--- config.mk ---
export PLATFORM = sky130hd
export DESIGN_NAME = sweep_tracker
export DESIGN_NICKNAME = d
export VERILOG_FILES = /design/src/rtl/sweep_tracker.sv
export SDC_FILE = /design/constraint.sdc
export NUM_CORES = 1
export LEC_CHECK = 0
export CORE_MARGIN = 2
export CORE_UTILIZATION = 56
export DETAILED_ROUTE_END_ITERATION = 8
export DONT_BUFFER_PORTS = 1
export PLACE_DENSITY_LB_ADDON = 0.05
export SLEW_MARGIN = 20
export SYNTH_ARGS = -nofsm -noshare
export SYNTH_HDL_FRONTEND = slang
export SYNTH_SLANG_ARGS = --single-unit
--- constraint.sdc ---
create_clock -name clk_i -period 2.25 [get_ports clk_i]
set_input_delay 0.3375 -clock clk_i [delete_from_list [all_inputs] [get_ports clk_i]]
set_output_delay 0.3375 -clock clk_i [all_outputs]
set_load 0.005 [all_outputs]
--- src/rtl/sweep_tracker.sv ---
// sweep_tracker: receive-side monitor for a one-hot bouncing sweep mask.
// Recovers lit position and direction, counts round trips and flags protocol errors.
module sweep_tracker #(
   parameter int unsigned WIDTH   = 4,
   parameter int unsigned CNT_W   = 8,
   localparam int unsigned BIT_PTR = $clog2(WIDTH)
) (
   input  logic               clk_i,
   input  logic               arstn_i,
   input  logic               en_i,
   input  logic               clr_i,
   input  logic [WIDTH-1:0]   mask_i,
   output logic [BIT_PTR-1:0] pos_o,
   output logic               dir_o,
   output logic               valid_o,
   output logic               step_o,
   output logic               err_o,
   output logic [CNT_W-1:0]   sweep_cnt_o
);

   localparam int unsigned POP_W = $clog2(WIDTH + 1);

   localparam logic [1:0] IDLE  = 2'd0;
   localparam logic [1:0] TRACK = 2'd1;
   localparam logic [1:0] ERR   = 2'd2;

   localparam logic [BIT_PTR-1:0] LAST = BIT_PTR'(WIDTH - 1);
   localparam logic [BIT_PTR-1:0] ZERO = '0;
   localparam logic [BIT_PTR-1:0] ONE  = BIT_PTR'(1);

   logic [1:0]         state, state_next;
   logic [BIT_PTR-1:0] pos, pos_next;
   logic               dir, dir_next;
   logic               step, step_next;
   logic               err, err_next;
   logic [CNT_W-1:0]   cnt, cnt_next;
   logic [WIDTH-1:0]   prev_mask;

   logic [BIT_PTR-1:0] idx;
   logic [POP_W-1:0]   pop;
   logic               one_hot;
   logic               up_ok, turn_dn, dn_ok, turn_up, legal;

   // Priority-free decode: OR together indices of all set bits, qualified by popcount.
   always_comb begin
      idx = '0;
      pop = '0;
      for (int i = 0; i < int'(WIDTH); i++) begin
         if (mask_i[i]) begin
            idx = idx | BIT_PTR'(i);
            pop = pop + POP_W'(1);
         end
      end
      one_hot = (pop == POP_W'(1));
   end

   // Classify the observed index against the four legal sweep moves.
   always_comb begin
      up_ok   = !dir && (pos != LAST) && (idx == pos + ONE);
      turn_dn = !dir && (pos == LAST) && (idx == LAST - ONE);
      dn_ok   =  dir && (pos != ZERO) && (idx == pos - ONE);
      turn_up =  dir && (pos == ZERO) && (idx == ONE);
      legal   = one_hot && (up_ok || turn_dn || dn_ok || turn_up);
   end

   // Next-state: FSM, position/direction, step pulse, sticky error and round-trip count.
   always_comb begin
      logic err_event;
      logic cnt_inc;
      state_next = state;
      pos_next   = pos;
      dir_next   = dir;
      step_next  = 1'b0;
      err_event  = 1'b0;
      cnt_inc    = 1'b0;
      unique case (state)
         IDLE: begin
            if (mask_i == WIDTH'(1)) begin
               state_next = TRACK;
               pos_next   = '0;
               dir_next   = 1'b0;
            end else if (mask_i != '0) begin
               state_next = ERR;
               err_event  = 1'b1;
            end
         end
         TRACK: begin
            if (mask_i == prev_mask) begin
               state_next = TRACK;
            end else if (mask_i == '0) begin
               // Generator disabled: not an error.
               state_next = IDLE;
            end else if (legal) begin
               pos_next  = idx;
               dir_next  = dir ^ (turn_dn | turn_up);
               step_next = 1'b1;
               cnt_inc   = (idx == ZERO);
            end else begin
               state_next = ERR;
               err_event  = 1'b1;
            end
         end
         ERR: begin
            if (mask_i == '0) begin
               state_next = IDLE;
            end
         end
         default: begin
            state_next = IDLE;
         end
      endcase

      // Clear first so a same-cycle event wins.
      err_next = clr_i ? 1'b0 : err;
      cnt_next = clr_i ? '0 : cnt;
      if (err_event) begin
         err_next = 1'b1;
      end
      if (cnt_inc) begin
         cnt_next = cnt_next + CNT_W'(1);
      end
   end

   // State registers: async reset, en_i low acts as a synchronous reset.
   always_ff @(posedge clk_i or negedge arstn_i) begin
      if (!arstn_i) begin
         state     <= IDLE;
         pos       <= '0;
         dir       <= 1'b0;
         step      <= 1'b0;
         err       <= 1'b0;
         cnt       <= '0;
         prev_mask <= '0;
      end else if (!en_i) begin
         state     <= IDLE;
         pos       <= '0;
         dir       <= 1'b0;
         step      <= 1'b0;
         err       <= 1'b0;
         cnt       <= '0;
         prev_mask <= '0;
      end else begin
         state     <= state_next;
         pos       <= pos_next;
         dir       <= dir_next;
         step      <= step_next;
         err       <= err_next;
         cnt       <= cnt_next;
         prev_mask <= mask_i;
      end
   end

   // Outputs come straight from registers.
   always_comb begin
      valid_o     = (state == TRACK);
      pos_o       = pos;
      dir_o       = dir;
      step_o      = step;
      err_o       = err;
      sweep_cnt_o = cnt;
   end

endmodule

==> results_dict.tcl <==
set metrics [dict create \
    outcome "complete, but fails checks" \
    failed_checks "negative setup slack" \
    setup_slack_ns -0.1576 \
    multi_input_comb_area_sq_um 882.1 \
    vias 1179 \
    antenna_found_initial 0 \
    fillers 170 \
    gp_congestion 0.8804 \
    htreeDepth 1 \
    die_w_um 52.21 \
    register_area_sq_um 475.5 \
    viasPerCell 6.339 \
    layout.nets 174 \
    hp-class "input pin to flop" \
    ios 22 \
    clk_path_buf_depth 2 \
    finalSetupViolations 12 \
    switching_share_pct 27.94 \
    netlist_instances 139 \
    drive_above_1_share_pct 33.54 \
    rsz0062_at_grt "true" \
    first_pass_iters 4 \
    drtIter0Drc 48 \
    area_growth_pct 24.81 \
    synth_area_sq_um 1301 \
    core.rowCount 17 \
    critPathMaxFanout 6 \
    min_period_over_period_pct 107.0 \
    crit_arrival_ns 2.63 \
    synth_top_area_share_pct 36.54 \
    hp-start "mask_i[3]" \
    worst_r2r_path_depth 8 \
    start_kind "flop" \
    internal_power_uw 475.4 \
    tns_ns -0.9635 \
    wl_um 3463 \
    wl_per_cell_um 18.62 \
    numCtsBuffers 3 \
    synth_seq_cells 19 \
    r2r_slack_ns -0.16 \
    synth_edf_count 0 \
    pwr-share-comb_pct 19.7 \
    relSlewSlack_pct 39.74 \
    synth_top_area_cell "dfrtp_1" \
    seqPwrFrac_pct 53.8 \
    synth_area_leaders "dfrtp_1 (37%), ha_1 (6.7%), xnor2_1 (4.0%)" \
    grt_pass1_vias 1177 \
    portBuffers 0 \
    slew_violations 0 \
    async_reset_ff_share_pct 100.0 \
    end_kind "flop" \
    syn-num-nets 154 \
    numClockSinks 19 \
    grt_overflow_total 0 \
    drc_errors 0 \
    dpl.hpwl_um 2230 \
    finalHoldViolCount 0 \
    initial_core_util_pct 58.82 \
    cts_tree "yes" \
    dieArea_sq_um 2725 \
    irDropWorstVdd_mv 0.3616 \
    switchingPower_uw 184.3 \
    min_to "prev_mask[3]" \
    fin_crit_ns 2.408 \
    r2r-start "pos_o[0]" \
    diodes 0 \
    clockRootBuffer "clkbuf_4" \
    r2r_end "sweep_cnt_o[7]" \
    ant_nets 0 \
    path_clk_slew_ns 0.11 \
    yosys_warnings 0 \
    grt_first_pass_wirelength_um 5437 \
    grt_usage_pct 27.29 \
    synth_area_per_cell_sq_um 9.361 \
    power_density_nw_per_um2 406.3 \
    holdPathStages 2 \
    cap_violations 0 \
    pre_cts_ws_ns -0.3356 \
    core_area_sq_um 2212 \
    ys_seq_area_share_pct 36.54 \
    fmax_mhz 415.3 \
    die_h_um 52.21 \
    crit_required_ns 2.47 \
    grt_max_degree 20 \
    clockPowerShare_pct 26.6 \
    fin_worst_skew_ns 0.003834 \
    worstSetupPathType "flop to flop" \
    p_leak_uw 0.0006303 \
    clkLatencyLatePin_ns 0.30 \
    worstMarginPinSlew_ns 0.9009 \
    ys.flop_type "dfrtp_1" \
    ys_types 46 \
]
-- routing by layer --
metal  track usage [%]  up-vias  wire [um]
li1                  -      549          -
met1             35.23      580       1492
met2             46.62       44       1766
met3             4.000        6        166
met4             9.402        0         37
met5                 0        -          0
-- critical path: stages (launching register included) --
cell	delay [ns]
dfrtp_1	0.41
inv_2	0.07
ha_4	0.19
or3_4	0.33
a211oi_2	0.23
nor3_2	0.08
or3_4	0.42
or4_1	0.42
a21oi_1	0.17
-- layout make-up --
| type | count | share of cell area [%] |
|---|---|---|
| multi-input cells | 106 | 54.31 |
| flip-flops and latches | 19 | 29.28 |
| repair buffers | 19 | 10.09 |
| inverters | 10 | 2.465 |
| well taps | 28 | 2.157 |
| clock buffers | 3 | 1.387 |
| clock inverters | 1 | 0.3082 |
-- synth_stat cells (4+ instances only) --
cell,count
a21oi_1,9
dfrtp_1,19
ha_1,7
inv_1,9
nand2_1,8
nand3_1,4
nand4b_1,4
nor2_1,10
nor2b_1,5
o21ai_1,4
or3_1,4
xnor2_1,6
-- cells by family after synthesis --
group                      count (synthesis)  share of synthesized area (%)
adders and majority gates                  7                          6.730
buffers and inverters                     15                          5.864
and+or+nand+nor                           54                          25.00
muxes                                      3                          2.308
DFF                                       19                          36.54
AOI/OAI and AO/OA                         32                          17.50
xor gates and xnor gates                   9                          6.058
-- registers in the layout, summed over array words and instances, names as in the netlist --
signal       flops
prev_mask        4
state            2
pos_o            2
sweep_cnt_o      8
err_o            1
step_o           1
dir_o            1
-- stage by stage --
| stage | cell area, sq um | instances | util [%] | hold slack [ns] | total power (uW) |
|---|---|---|---|---|---|
| floorplan | 1339 | 139 | - | 0.04191 | 448.5 |
| global placement | 1423 | 175 | 64.31 | 0.04234 | 458.6 |
| finish | 1624 | 186 | 73.42 | 0.1704 | 659.8 |
| detailed placement | 1423 | 175 | 64.31 | 0.04238 | 461.7 |
| CTS | 1528 | 185 | 69.06 | 0.1483 | 650.5 |
| global route | 1624 | 186 | 73.42 | 0.1634 | 689.3 |
-- power by group through the flow --
stage / clock network, uW / registers (uW) / logic (uW)
after floorplan: 0 / 359 / 89.3
after global placement: 0 / 360 / 98.2
after detailed placement: 0 / 361 / 101
after CTS: 180 / 354 / 116
after global routing: 190 / 356 / 144
final: 175 / 355 / 130
-- how the worst max path moves through the flow --
stage                         start              to  slack (ns)  cells past startpoint
after floorplan           mask_i[2]  sweep_cnt_o[2]       -0.22                     11
after global placement    mask_i[0]  sweep_cnt_o[5]       -0.24                     10
after detailed placement  mask_i[0]  sweep_cnt_o[7]       -0.34                     10
after CTS                  pos_o[0]  sweep_cnt_o[7]       -0.11                      8
after global routing       pos_o[1]  sweep_cnt_o[7]       -0.25                      8
final                      pos_o[0]  sweep_cnt_o[7]       -0.16                      8
-- cells in the final DEF, fill, tap and decap left out, types with 3 or more instances in the layout --
cell type,count
a21oi_1,7
nor2_1,9
inv_1,5
nand3_1,4
xor2_1,3
or3_4,3
ha_1,5
nor2b_1,5
o21ai_2,4
nand4b_1,4
or3_1,4
clkbuf_4,3
buf_6,5
xnor2_1,6
nand2_1,7
dfrtp_1,19
buf_4,13
inv_2,3
a21oi_2,3
-- what timing repair did --
item,4_1_cts,5_1_grt
buffers inserted,4,1
hold endpoints to repair,19,0
pin swaps,3,16
hold buffers,1,0
setup endpoints to repair,7,14
cloned,1,0
resized for setup,8,20
Power figures use the tool's default switching activity.
